File: config.mk
export PLATFORM = sky130hd
export DESIGN_NAME = mm_stream_tx
export DESIGN_NICKNAME = d
export VERILOG_FILES = /design/src/rtl/mm_pkg.sv /design/src/rtl/mm_result_buf.sv /design/src/rtl/mm_stream_tx.sv
export SDC_FILE = /design/constraint.sdc
export NUM_CORES = 1
export LEC_CHECK = 0
export CORE_ASPECT_RATIO = 1.1
export CORE_MARGIN = 5
export CORE_UTILIZATION = 40
export CTS_CLUSTER_SIZE = 30
export DETAILED_ROUTE_END_ITERATION = 8
export PLACE_DENSITY = 0.62
export REMOVE_ABC_BUFFERS = 1
export SETUP_SLACK_MARGIN = 0.1
export SYNTH_ARGS = -nofsm -noshare
export SYNTH_HDL_FRONTEND = slang
export SYNTH_SLANG_ARGS = --single-unit
File: constraint.sdc
create_clock -name clk -period 4.3 [get_ports clk]
set_clock_uncertainty 0.2 [all_clocks]
set_input_delay 0.86 -clock clk [delete_from_list [all_inputs] [get_ports clk]]
set_output_delay 0.86 -clock clk [all_outputs]
set_load 0.03 [all_outputs]
File: src/rtl/mm_pkg.sv
// Shared types and constants for the matrix-multiply engine and its host-side stream source.
package mm_pkg;

  localparam int unsigned MAX_DIM = 4;
  localparam int unsigned DATA_W  = 8;
  localparam int unsigned RES_W   = 20;

  typedef logic signed [DATA_W-1:0] elem_t;
  typedef logic signed [RES_W-1:0]  res_t;

  typedef enum logic [2:0] {
    StIdle,
    StSendM1,
    StSendM2,
    StWait,
    StDone
  } state_e;

  function automatic logic dim_ok(input logic [2:0] d);
    return (d != 3'd0) && (d <= 3'(MAX_DIM));
  endfunction

endpackage

File: src/rtl/mm_result_buf.sv
// Result buffer: one synchronous write port, one asynchronous read port, no reset.
module mm_result_buf
  import mm_pkg::*;
#(
  parameter int unsigned Depth = 16,
  parameter int unsigned Width = RES_W
) (
  input  logic                     clk,
  input  logic                     we,
  input  logic [$clog2(Depth)-1:0] waddr,
  input  logic [Width-1:0]         wdata,
  input  logic [$clog2(Depth)-1:0] raddr,
  output logic [Width-1:0]         rdata
);

  logic [Width-1:0] mem_q [Depth];

  always_ff @(posedge clk) begin
    if (we) begin
      mem_q[waddr] <= wdata;
    end
  end

  assign rdata = mem_q[raddr];

endmodule

File: src/rtl/mm_stream_tx.sv
// Streams two host-written operand matrices to the engine and collects its results.
// Optional watchdog in WAIT (adds a timeout output) when MM_TX_TIMEOUT_EN is defined.
module mm_stream_tx
  import mm_pkg::*;
(
  input  logic              clk,
  input  logic              rst,
  input  logic              cfg_we,
  input  logic              cfg_sel,
  input  logic [1:0]        cfg_row,
  input  logic [1:0]        cfg_col,
  input  logic [DATA_W-1:0] cfg_data,
  input  logic [2:0]        m1_rows,
  input  logic [2:0]        m1_cols,
  input  logic [2:0]        m2_rows,
  input  logic [2:0]        m2_cols,
  input  logic              start,
  output logic [DATA_W-1:0] in_data,
  output logic              col_end,
  output logic              row_end,
  input  logic              busy,
  input  logic              valid,
  input  logic              is_legal,
  input  logic [RES_W-1:0]  out_data,
  input  logic              change_row,
  output logic              done,
  output logic              result_legal,
  output logic              err_cfg,
  output logic [4:0]        res_count,
  output logic [2:0]        rows_seen,
`ifdef MM_TX_TIMEOUT_EN
  output logic              timeout,
`endif
  input  logic [3:0]        rd_addr,
  output logic [RES_W-1:0]  rd_data
);

  state_e state_q;

  elem_t op_q [2][MAX_DIM][MAX_DIM];

  logic [1:0]        row_q, col_q;
  logic [2:0]        r1_q, c1_q, r2_q, c2_q;
  logic [DATA_W-1:0] in_data_q;
  logic              col_end_q, row_end_q;
  logic              done_q, result_legal_q, err_cfg_q;
  logic [4:0]        res_count_q;
  logic [2:0]        rows_seen_q;
`ifdef MM_TX_TIMEOUT_EN
  logic [7:0]        wd_q;
  logic              timeout_q;
`endif

  // Status only; the stream never stalls on it.
  logic unused_busy;
  assign unused_busy = busy;

  logic       sel_m2;
  logic [2:0] cur_rows, cur_cols;
  elem_t      cur_elem;
  logic       last_col, last_row;
  logic [4:0] target;
  logic       start_ok;
  logic       buf_we;

  always_comb begin
    sel_m2   = (state_q == StSendM2);
    cur_rows = sel_m2 ? r2_q : r1_q;
    cur_cols = sel_m2 ? c2_q : c1_q;
    cur_elem = op_q[sel_m2][row_q][col_q];
    last_col = ((3'(col_q) + 3'd1) == cur_cols);
    last_row = ((3'(row_q) + 3'd1) == cur_rows);
    target   = {2'b00, r1_q} * {2'b00, c2_q};
    start_ok = dim_ok(m1_rows) && dim_ok(m1_cols) && dim_ok(m2_rows) && dim_ok(m2_cols);
    buf_we   = (state_q == StWait) && valid && is_legal;
  end

  always_ff @(posedge clk) begin
    if ((state_q == StIdle) && cfg_we) begin
      op_q[cfg_sel][cfg_row][cfg_col] <= elem_t'(cfg_data);
    end
  end

  always_ff @(posedge clk) begin
    if (rst) begin
      state_q        <= StIdle;
      row_q          <= 2'd0;
      col_q          <= 2'd0;
      r1_q           <= 3'd0;
      c1_q           <= 3'd0;
      r2_q           <= 3'd0;
      c2_q           <= 3'd0;
      in_data_q      <= '0;
      col_end_q      <= 1'b0;
      row_end_q      <= 1'b0;
      done_q         <= 1'b0;
      result_legal_q <= 1'b0;
      err_cfg_q      <= 1'b0;
      res_count_q    <= 5'd0;
      rows_seen_q    <= 3'd0;
`ifdef MM_TX_TIMEOUT_EN
      wd_q           <= 8'd0;
      timeout_q      <= 1'b0;
`endif
    end else begin
      done_q    <= 1'b0;
      err_cfg_q <= 1'b0;
      in_data_q <= '0;
      col_end_q <= 1'b0;
      row_end_q <= 1'b0;
      unique case (state_q)
        StIdle: begin
          if (start) begin
            if (start_ok) begin
              r1_q           <= m1_rows;
              c1_q           <= m1_cols;
              r2_q           <= m2_rows;
              c2_q           <= m2_cols;
              row_q          <= 2'd0;
              col_q          <= 2'd0;
              res_count_q    <= 5'd0;
              rows_seen_q    <= 3'd0;
              result_legal_q <= 1'b0;
`ifdef MM_TX_TIMEOUT_EN
              wd_q           <= 8'd0;
              timeout_q      <= 1'b0;
`endif
              state_q        <= StSendM1;
            end else begin
              err_cfg_q <= 1'b1;
            end
          end
        end
        StSendM1, StSendM2: begin
          in_data_q <= cur_elem;
          col_end_q <= last_col && !last_row;
          row_end_q <= last_col && last_row;
          if (last_col) begin
            col_q <= 2'd0;
            if (last_row) begin
              row_q   <= 2'd0;
              state_q <= sel_m2 ? StWait : StSendM2;
            end else begin
              row_q <= row_q + 2'd1;
            end
          end else begin
            col_q <= col_q + 2'd1;
          end
        end
        StWait: begin
          if (change_row && (rows_seen_q != 3'd7)) begin
            rows_seen_q <= rows_seen_q + 3'd1;
          end
          if (valid) begin
            if (is_legal) begin
              res_count_q    <= res_count_q + 5'd1;
              result_legal_q <= 1'b1;
              if ((res_count_q + 5'd1) == target) begin
                done_q  <= 1'b1;
                state_q <= StDone;
              end
            end else begin
              result_legal_q <= 1'b0;
              done_q         <= 1'b1;
              state_q        <= StDone;
            end
          end
`ifdef MM_TX_TIMEOUT_EN
          if (valid) begin
            wd_q <= 8'd0;
          end else if (wd_q == 8'hFF) begin
            timeout_q      <= 1'b1;
            result_legal_q <= 1'b0;
            done_q         <= 1'b1;
            state_q        <= StDone;
          end else begin
            wd_q <= wd_q + 8'd1;
          end
`endif
        end
        StDone: begin
          state_q <= StIdle;
        end
        default: begin
          state_q <= StIdle;
        end
      endcase
    end
  end

  mm_result_buf #(
    .Depth(16),
    .Width(RES_W)
  ) u_result_buf (
    .clk  (clk),
    .we   (buf_we),
    .waddr(res_count_q[3:0]),
    .wdata(out_data),
    .raddr(rd_addr),
    .rdata(rd_data)
  );

  assign in_data      = in_data_q;
  assign col_end      = col_end_q;
  assign row_end      = row_end_q;
  assign done         = done_q;
  assign result_legal = result_legal_q;
  assign err_cfg      = err_cfg_q;
  assign res_count    = res_count_q;
  assign rows_seen    = rows_seen_q;
`ifdef MM_TX_TIMEOUT_EN
  assign timeout      = timeout_q;
`endif

endmodule

# After elaboration in Yosys (flattened, before gate mapping)
# Memories as Yosys holds them, arrays and structs flattened.
# Index checks and enable logic that the tools add are counted.
[totals] ramBits=576 in_bits=57 memories=2 elab_cells=141 reg_bits=40 output_inout_bits=41
[mem_list] memory="u_result_buf.mem_q" depth=16 word_bits=20 read_ports=1 rd_ports_with_merged_regs=0 write_ports=1 line_no="mm_result_buf.sv:16" text="logic [Width-1:0] mem_q [Depth];"
[mem_list] memory="op_q" depth=2 word_bits=128 read_ports=1 rd_ports_with_merged_regs=0 write_ports=1 line_no="mm_stream_tx.sv:40" text="elem_t op_q [2][MAX_DIM][MAX_DIM];"
[op_classes] n_mux=49 order_cmp=10 multipliers=1 n_bitwise=9 n_addsub=6 eq_ne=15 n_reduce_logical=34
[op_table] operator="$mux 128" count=1
[op_table] operator="$mux 32" count=3
[op_table] operator="$bmux 32 s2" count=1
[op_table] operator="$demux 32 s2" count=1
[op_table] operator="$mux 3" count=12
[op_table] operator="$mux 8" count=3
[op_table] operator="$mux 5" count=4
[op_table] operator="$bmux 8 s2" count=1
[op_table] operator="$demux 8 s2" count=1
[op_table] operator="$logic_and 1x1->1" count=15
[op_table] operator="$ge 3x3->1 const B" count=4
[op_table] operator="$le 3x3->1 const B" count=4
[op_table] operator="$ne 2x2->1 const B" count=6
[op_table] operator="$not 2->3" count=4
[op_table] operator="$reduce_and 4->1" count=3
[op_table] operator="$reduce_bool 3->1" count=4
[op_table] operator="$mux 1" count=11
[op_table] operator="$mux 2" count=5
[op_table] operator="$pmux 5 s2" count=1
[op_table] operator="$pmux 3 s3" count=1
[op_table] operator="$pmux 2 s2" count=2
[op_table] operator="$add 2x1->3 const B" count=2
[op_table] operator="$eq 3x2->1 const B" count=2
[op_table] operator="$eq 3x3->1" count=2
[op_table] operator="21 further kinds" count=31

# Logic depth before layout (Yosys ltp)
# Gate-level depths: netlist of the first run.
[logic_depth] ltp_word=8 mapped_depth=11 ltp_nobuf=11

# Modules after synthesis
# From an unflattened synthesis of the first run, not the netlist that was laid out.
[unflattened] cells_unflattened=1163 area_unflattened_um2=24065.6
[by_module_without_submodules] mod="mm_result_buf" seq_area_each_um2=9609.2 cells_each=513 area_each_um2=12130.4 instances=1
[by_module_without_submodules] mod="mm_stream_tx" seq_area_each_um2=8488.1 cells_each=650 area_each_um2=11935.2 instances=1

# Worst setup path after synthesis of the first run
# No wires, ideal clock.
[synth_timing] path_kind="in2out" start="input rd_addr[0]" end="output rd_data[0]" n_path_buf=2 t_required_ps=3240 slack_ps=491 path_stages=4 arrival_ps=2749 cell_sequence="clkbuf_1 > buf_1 > mux4_2 > mux4_2"
[synth_between] elab_chain_cells=1
[synth_rtl] item="start, declared" line_no="mm_stream_tx.sv:34" text="input logic [3:0] rd_addr,"
[synth_rtl] item="$mem_v2 16x20"
[synth_rtl] item="end, declared" line_no="mm_stream_tx.sv:35" text="output logic [RES_W-1:0] rd_data"
# No other way between the ends.

# Worst setup path in the final report of the first run
[layout_timing] start="input rd_addr[0]" end="output rd_data[5]"
# The elaborated chain is that of the path after synthesis.

==> results by group, run 1 <==
Run status
  • Outcome: finished clean

Critical path
  • Worst reg-to-reg setup slack: 810 ps
  • CP top delay family: multiplexers
  • Crit-path cells: buf_4, mux4_2, mux4_2, clkdlybuf4s50_1
  • Highest-delay cell along the critical path: clkdlybuf4s50_1
  • Crit path top cell by count: mux4_2
  • Critical path arrival: 2890 ps
  • Required @ worst endpoint: 3240 ps
  • CP bufs+invs: 2
  • Launching point of the worst reg2reg path: c2_q[0]
  • Crit Path Class: input pin to primary output
  • Startpoint types: input pin
  • Worst Path Max Fanout: 20
  • Crit end category: primary output
  • Crit-path max cell delay: 600 ps
  • Crit path from: rd_addr[0]

STA
  • Final Hold Vio Count: 0
  • Final min period: 3950 ps
  • Worst-Margin Slew: 1160 ps
  • Fmax achieved: 0.253 GHz
  • Slew Viols, Final: 0
  • RSZ-0062 raised after global routing: false
  • Rel. slew slack: 22.3%
  • Final setup margin: 347 ps
  • # setup viols final: 0
  • Post-route clock period utilization: 91.9%
  • Final hold slack: 289 ps

GRT
  • Initial antenna violation count: 2
  • Vias in the first global route: 11500
  • Total congestion overflow: 0
  • GR Util All Layers: 14.7%
  • First-pass GRT wire length: 72600 µm
  • Largest net degree at the start of global routing: 38

Floorplan
  • Row Count: 94
  • I/O pins: 98
  • Die area: 0.0648 mm²
  • Die Wd: 243 µm
  • Placeable Area: 0.0595 mm²
  • Die Height: 267 µm
  • Initial Utilization: 40.2%

Hold path
  • Hold Path Origin: res_count[4]
  • Hold WC Path Type: register to register

Logic synthesis
  • Post-Synthesis Cells: 1099
  • Fraction of registers with async set/reset: 0%
  • Yosys warning count: 0
  • Synthesized flop and latch total: 616
  • Number of library cell types mapped by synthesis: 44
  • Post-synth top area share: 72.3%
  • Commonest register cell after synthesis: edfxtp_1
  • Synth area leaders: edfxtp_1, mux4_2, dfxtp_1
  • Register area share after synthesis: 75.6%
  • Synthesized area per cell: 21.8 µm²
  • Synth area leader: edfxtp_1
  • Cell Area, Synth: 0.0239 mm²
  • Number of enable flip-flop cells after synthesis: 576

Job
  • Max-Cap Viols: 0

Clock network
  • CTS tree: built
  • Clock buffer depth: 3
  • Clk root buf: clkbuf_16
  • Hold Buf Count CTS: 0
  • Clock sinks: 616
  • Postcts setup bufs: 0
  • Post-CTS sizing: 0
  • Clk slew on worst S/H paths: 60 ps
  • H-tree lvl count: 2
  • CTS buffer count: 60
  • Clk_lat worst skew: 600 ps

Drt
  • Via total after detailed routing: 10900
  • Total routed wirelength: 47500 µm
  • Antenna-violating nets left: 0
  • Initial DRC Count: 651
  • Drt first pass iters: 4
  • Drt wl/cell: 23.0 µm
  • Drt drc: 0
  • Via density: 5.29

Pwr
  • Leakage: 8.76 nW
  • Logic pwr share: 8.1%
  • Sw power: 0.00271 W
  • Pint: 0.0101 W
  • Sequential power share: 51.9%
  • Pwr/cell area: 459 mW/mm²
  • Clk pwr share: 40.0%
  • Maximum vdd ir drop: 0.312 mV
  • Sw Share: 21.1%

Placement
  • Post-Place Setup Slack: 307 ps
  • Port bufs: 96
  • HPWL Detailed: 28700 µm
  • GP Congestion: 0.774

Final layout
  • Number of filler cells placed in the layout: 4916
  • Most frequent cells in the layout: edfxtp_1, mux4_2, clkdlybuf4s50_1
  • Area of the multi-input gates: 0.00562 mm²
  • Area delta synth->final: 16.8%
  • Layout cell share with drive strength beyond 1: 26.7%
  • Area taken by flip-flops and latches: 0.0181 mm²
  • Commonest non-fill, non-tap cell in the layout: edfxtp_1
  • Layout Nets: 1313
[routing by layer]
| metal | vias to the layer above | track usage (%) | wire length (µm) |
|---|---|---|---|
| li1 | 4873 | - | - |
| met1 | 5708 | 19.4 | 19500 |
| met2 | 244 | 25.4 | 24600 |
| met3 | 65 | 2.57 | 2280 |
| met4 | 0 | 4.25 | 1060 |
| met5 | - | 0 | 0 |
[power by group through the flow]
stage                     logic (W)  clock network (W)  registers, W
final                       0.00104            0.00514       0.00666
after floorplan            0.000527                  0       0.00685
after global placement      0.00104                  0       0.00678
after detailed placement    0.00105                  0       0.00678
after global routing        0.00111            0.00552       0.00666
after CTS                   0.00106            0.00528       0.00666
[final timing paths]
| path | end | depth (start not counted) |
|---|---|---|
| worst max register to register | state_q[0] | 11 |
| worst min register to register | res_count[4] | 2 |
| worst min-delay path | res_count[4] | 2 |
| worst max-delay path | rd_data[5] | 4 |
[final cells by class]
class                           count  area share [%]
Inverter                            8           0.107
Clock inverter                     30            1.16
Sequential cell                   616            64.7
Tap cell                          768            3.44
Multi-Input combinational cell    422            20.1
Antenna cell                        2          0.0179
Timing Repair Buffer              135            4.71
Clock buffer                       79            5.74
[registers in the layout, indices dropped and copies added (netlist names)]
| register | flops |
|---|---|
| c1_q | 3 |
| r2_q | 3 |
| result_legal | 1 |
| in_data | 8 |
| row_q | 2 |
| col_q | 2 |
| res_count | 5 |
| u_result_buf.mem_q | 320 |
| done | 1 |
| c2_q | 3 |
| col_end | 1 |
| r1_q | 3 |
| state_q | 3 |
| rows_seen | 3 |
| row_end | 1 |
| err_cfg | 1 |
| op_q | 256 |
[cells in the mapped netlist, types with 2 or more instances]
| cell | number |
|---|---|
| nand4_1 | 3 |
| nand2_1 | 19 |
| edfxtp_1 | 576 |
| clkbuf_8 | 2 |
| nand3b_1 | 3 |
| or3_1 | 8 |
| dfxtp_1 | 40 |
| ha_1 | 11 |
| mux2i_1 | 20 |
| fa_1 | 2 |
| or3b_2 | 2 |
| nor3b_1 | 4 |
| nand3_1 | 8 |
| and2_1 | 9 |
| buf_2 | 11 |
| nor3_1 | 12 |
| xor2_1 | 9 |
| a31oi_1 | 3 |
| buf_1 | 6 |
| a22o_1 | 8 |
| o31ai_1 | 2 |
| nand2b_1 | 2 |
| o21ai_0 | 8 |
| xnor2_1 | 8 |
| nor2_1 | 77 |
| buf_6 | 2 |
| clkbuf_1 | 31 |
| mux4_2 | 180 |
| inv_1 | 8 |
| a21oi_1 | 11 |
[tightest hold or removal path: stages (launching register included)]
cell and delay (ps):
dfxtp_1 330, nand2_1 60, a21oi_1 50
[stage by stage]
| step | instance area [µm²] | util (%) | instances | total power (W) | setup TNS [ps] |
|---|---|---|---|---|---|
| floorplan | 23700 | - | 1046 | 0.00737 | -1940 |
| global placement | 26000 | 43.7 | 1949 | 0.00782 | 0 |
| detailed placement | 26000 | 43.7 | 1949 | 0.00784 | 0 |
| CTS | 28000 | 47.0 | 2058 | 0.0130 | 0 |
| global route | 28000 | 47.0 | 2058 | 0.0133 | 0 |
| finish | 28000 | 47.0 | 2060 | 0.0128 | 0 |
[kinds of logic (layout without fill, tap and decap cells)]
group / count (synthesis) / in the layout / share of synthesized area, %
flip-flops: 616 / 616 / 75.6
multiplexers: 201 / 201 / 17.8
AND/OR/NAND/NOR: 155 / 155 / 3.03
buffers and inverters: 61 / 252 / 1.19
AO/OA/AOI/OAI: 36 / 36 / 0.993
XOR/XNOR: 17 / 17 / 0.622
adder cells (fa/ha/maj): 13 / 13 / 0.742
other: 0 / 2 / 0
Note: power is estimated with default switching activity, not from simulation.
==> inputs of run 2 (changes only) <==
--- a/config.mk
+++ b/config.mk
@@ -5,12 +5,14 @@
 export SDC_FILE = /design/constraint.sdc
 export NUM_CORES = 1
 export LEC_CHECK = 0
+export ABC_AREA = 1
 export CORE_ASPECT_RATIO = 1.1
 export CORE_MARGIN = 5
-export CORE_UTILIZATION = 40
+export CORE_UTILIZATION = 45
 export CTS_CLUSTER_SIZE = 30
 export DETAILED_ROUTE_END_ITERATION = 8
-export PLACE_DENSITY = 0.62
+export GPL_TIMING_DRIVEN = 1
+export PLACE_DENSITY = 0.68
 export REMOVE_ABC_BUFFERS = 1
 export SETUP_SLACK_MARGIN = 0.1
 export SYNTH_ARGS = -nofsm -noshare
==> run 2 against run 1 <==
Net effect: clock-buffer cell count up 8; core utilization rose by 5.5 points; sequential share of layout area shrank 3.1 points; sequential cell count is the same; combinational power grew 85%; clock power is 3% higher; setup slack improved by 430 ps; first-iteration DRC count increased by 100%; cell count up 42%; worst hold slack worse by 21 ps; register-to-register slack improved by 330 ps; critical endpoint is now rd_data[14].
==> results by group, run 2 <==
Run status
  • Outcome: finished clean (unchanged)

STA
  • Slew Viols, Final: 0 (unchanged)
  • Final TNS setup: 0 ps (unchanged)
  • Fmax achieved: 0.284 GHz (was 0.253 GHz)
  • Rel. slew slack: 16.2% (was 22.3%)
  • Post-route clock period utilization: 81.9% (was 91.9%)
  • # setup viols final: 0 (unchanged)
  • RSZ-0062 raised after global routing: false (unchanged)
  • Final min period: 3520 ps (was 3950 ps)
  • Worst-Margin Slew: 1250 ps (was 1160 ps)
  • Final Hold Vio Count: 0 (unchanged)

Final layout
  • Design area: 0.0294 mm² (was 0.0280 mm²)
  • Final Core Density: 52.4% (was 47.0%)
  • Most frequent cells in the layout: edfxtp_1, o21ai_0, inv_1 (was edfxtp_1, mux4_2, clkdlybuf4s50_1)
  • Largest register FFs: 320 (unchanged)
  • Top reg by flops: u_result_buf.mem_q (unchanged)
  • Area delta synth->final: 15.8% (was 16.8%)
  • Layout cell share with drive strength beyond 1: 9.35% (was 26.7%)
  • Ant diodes: 0 (was 2)
  • Commonest non-fill, non-tap cell in the layout: edfxtp_1 (unchanged)
  • Layout Nets: 2193 (was 1313)
  • Number of filler cells placed in the layout: 4705 (was 4916)

Job
  • Max-Cap Viols: 0 (unchanged)

Clock network
  • CTS buffer count: 66 (was 60)
  • Clk slew on worst S/H paths: 60 ps (about the same)
  • Clock sinks: 616 (unchanged)
  • Hold Buf Count CTS: 0 (unchanged)
  • Clock buffer depth: 3 (unchanged)
  • Post-CTS sizing: 0 (unchanged)
  • Clk root buf: clkbuf_16 (unchanged)
  • Postcts setup bufs: 0 (unchanged)
  • CTS tree: built (unchanged)
  • H-tree lvl count: 3 (was 2)
  • Clk_lat worst skew: 590 ps (was 600 ps)

Critical path
  • Crit end category: primary output (unchanged)
  • CP top delay family: buffers and inverters (was multiplexers)
  • Crit-path cells: clkdlybuf4s50_1, inv_1, buf_4, o211ai_1, nand2_1, buf_12 (was buf_4, mux4_2, mux4_2, clkdlybuf4s50_1)
  • Crit Path Class: input pin to primary output (unchanged)
  • Required @ worst endpoint: 3240 ps (about the same)
  • Crit-path max cell delay: 590 ps (was 600 ps)
  • Cell depth of the worst setup path: 6 (was 4)
  • Highest-delay cell along the critical path: clkdlybuf4s50_1 (unchanged)
  • Critical path arrival: 2460 ps (was 2890 ps)
  • CP bufs+invs: 4 (was 2)
  • Startpoint types: input pin (unchanged)
  • Worst Path Max Fanout: 20 (unchanged)
  • Worst R2R Path Depth: 19 (was 11)

Logic synthesis
  • Most common cell in the netlist: edfxtp_1 (unchanged)
  • Cell Area, Synth: 0.0254 mm² (was 0.0239 mm²)
  • Synth area leaders: edfxtp_1, o21ai_0, o211ai_1 (was edfxtp_1, mux4_2, dfxtp_1)
  • Fraction of registers with async set/reset: 0% (unchanged)
  • Post-synth top area share: 68.2% (was 72.3%)
  • Number of enable flip-flop cells after synthesis: 576 (unchanged)
  • Post-synth top cells: edfxtp_1, o21ai_0, nor2_1 (was edfxtp_1, mux4_2, nor2_1)
  • Synthesized flop and latch total: 616 (unchanged)
  • Yosys warning count: 0 (unchanged)
  • Register area share after synthesis: 71.3% (was 75.6%)
  • Number of library cell types mapped by synthesis: 37 (was 44)
  • Synthesized area per cell: 12.6 µm² (was 21.8 µm²)
  • Commonest register cell after synthesis: edfxtp_1 (unchanged)
  • Synth area leader: edfxtp_1 (unchanged)
  • Post-Synthesis Cells: 2018 (was 1099)

Hold path
  • Hold WC Path Type: register to register (unchanged)
  • Worst Hold Depth: 2 (unchanged)

Pwr
  • Pint: 0.0103 W (was 0.0101 W)
  • Clk pwr share: 38.1% (was 40.0%)
  • Sw Share: 25.9% (was 21.1%)
  • Sw power: 0.00360 W (was 0.00271 W)
  • Logic pwr share: 13.8% (was 8.1%)
  • Pwr/cell area: 473 mW/mm² (was 459 mW/mm²)
  • Total power: 0.0139 W (was 0.0128 W)
  • Maximum vdd ir drop: 0.362 mV (was 0.312 mV)
  • Sequential power share: 48.1% (was 51.9%)
  • Leakage: 10.3 nW (was 8.76 nW)

Drt
  • Antenna-violating nets left: 0 (unchanged)
  • Drt first pass iters: 5 (was 4)
  • Via density: 5.45 (was 5.29)
  • Total routed wirelength: 58000 µm (was 47500 µm)
  • Initial DRC Count: 1303 (was 651)
  • Drt drc: 0 (unchanged)
  • Via total after detailed routing: 15900 (was 10900)
  • Drt wl/cell: 19.9 µm (was 23.0 µm)

GRT
  • Met3 Track Usage GR: 3.14% (was 2.57%)
  • Busiest grt layer: met2 (unchanged)
  • Total congestion overflow: 0 (unchanged)
  • First-pass GRT wire length: 90200 µm (was 72600 µm)
  • Largest net degree at the start of global routing: 96 (was 38)
  • Initial antenna violation count: 0 (was 2)
  • M2 GR Usage: 33.8% (was 25.4%)
  • GR Util All Layers: 18.7% (was 14.7%)
  • Met1 usage: 22.9% (was 19.4%)
  • Vias in the first global route: 16100 (was 11500)

Floorplan
  • I/O pins: 98 (unchanged)
  • Die Height: 259 µm (was 267 µm)
  • Die area: 0.0612 mm² (was 0.0648 mm²)
  • Die Wd: 236 µm (was 243 µm)
  • Placeable Area: 0.0560 mm² (was 0.0595 mm²)
  • Initial Utilization: 45.3% (was 40.2%)
  • Row Count: 91 (was 94)

Placement
  • Area after DPL: 0.0274 mm² (was 0.0260 mm²)
  • HPWL Detailed: 32900 µm (was 28700 µm)
  • Port bufs: 96 (unchanged)
  • GP Congestion: 0.860 (was 0.774)
[run 2: per-layer routing]
| metal | vias to the layer above | routed length, µm |
|---|---|---|
| met5 | - | 0 |
| met2 | 449 | 30200 |
| li1 | 7547 | - |
| met4 | 0 | 1580 |
| met1 | 7771 | 23300 |
| met3 | 118 | 2960 |
[run 2: final timing paths]
kind / from / slack, ps / endpoint
min: r2_q[0] / 270 / r2_q[0]
max reg2reg: c2_q[0] / 1140 / state_q[1]
max: rd_addr[3] / 780 / rd_data[14]
min reg2reg: r2_q[0] / 270 / r2_q[0]
[run 2: cell type report]
| type | instances | area [µm²] | area share, % |
|---|---|---|---|
| clock buffer | 87 | 1760 | 6.00 |
| clock inverter | 29 | 244 | 0.831 |
| inverter | 187 | 703 | 2.39 |
| multi-input combinational | 1094 | 6050 | 20.6 |
| sequential | 616 | 18100 | 61.6 |
| tap | 744 | 931 | 3.17 |
| timing repair buffer | 158 | 1580 | 5.39 |
[run 2: cells by family (layout without fill, tap and decap cells)]
family | Yosys count | after routing | synth area share (%)
AO/OA/AOI/OAI | 543 | 543 | 12.1
XOR/XNOR | 5 | 5 | 0.173
adder cells (fa/ha/maj) | 13 | 13 | 0.700
buffers and inverters | 308 | 461 | 4.96
flip-flops | 616 | 616 | 71.3
multiplexers | 80 | 80 | 3.16
AND/OR/NAND/NOR | 453 | 453 | 7.58
[run 2: metrics by stage]
step           hold slack, ps  setup WS, ps  cells
5_1_grt                   284           672   2915
3_3_place_gp              257           757   2799
2_1_floorplan             232           971   1897
4_1_cts                   270           747   2915
3_5_place_dp              261           755   2799
6_report                  268           779   2915
[run 2: power groups by stage]
| stage | clock network [W] | registers (W) | logic, W |
|---|---|---|---|
| global placement | 0 | 0.00682 | 0.00187 |
| finish | 0.00529 | 0.00669 | 0.00192 |
| floorplan | 0 | 0.00683 | 0.00112 |
| CTS | 0.00540 | 0.00670 | 0.00192 |
| detailed placement | 0 | 0.00682 | 0.00191 |
| global route | 0.00562 | 0.00670 | 0.00214 |
[run 2: worst register-to-register path: stages, from the launching register on]
cell,delay [ps]
dfxtp_1,370
nand2_1,100
inv_1,60
fa_1,530
ha_1,140
inv_1,50
fa_1,460
inv_1,100
nand2_1,50
nand3_1,100
nand2_1,60
nand2_1,50
nand2_1,50
nor2_1,150
nor2_1,60
nor2_1,190
nand2_1,150
nand2_1,80
nand2_1,40
nor2_1,100
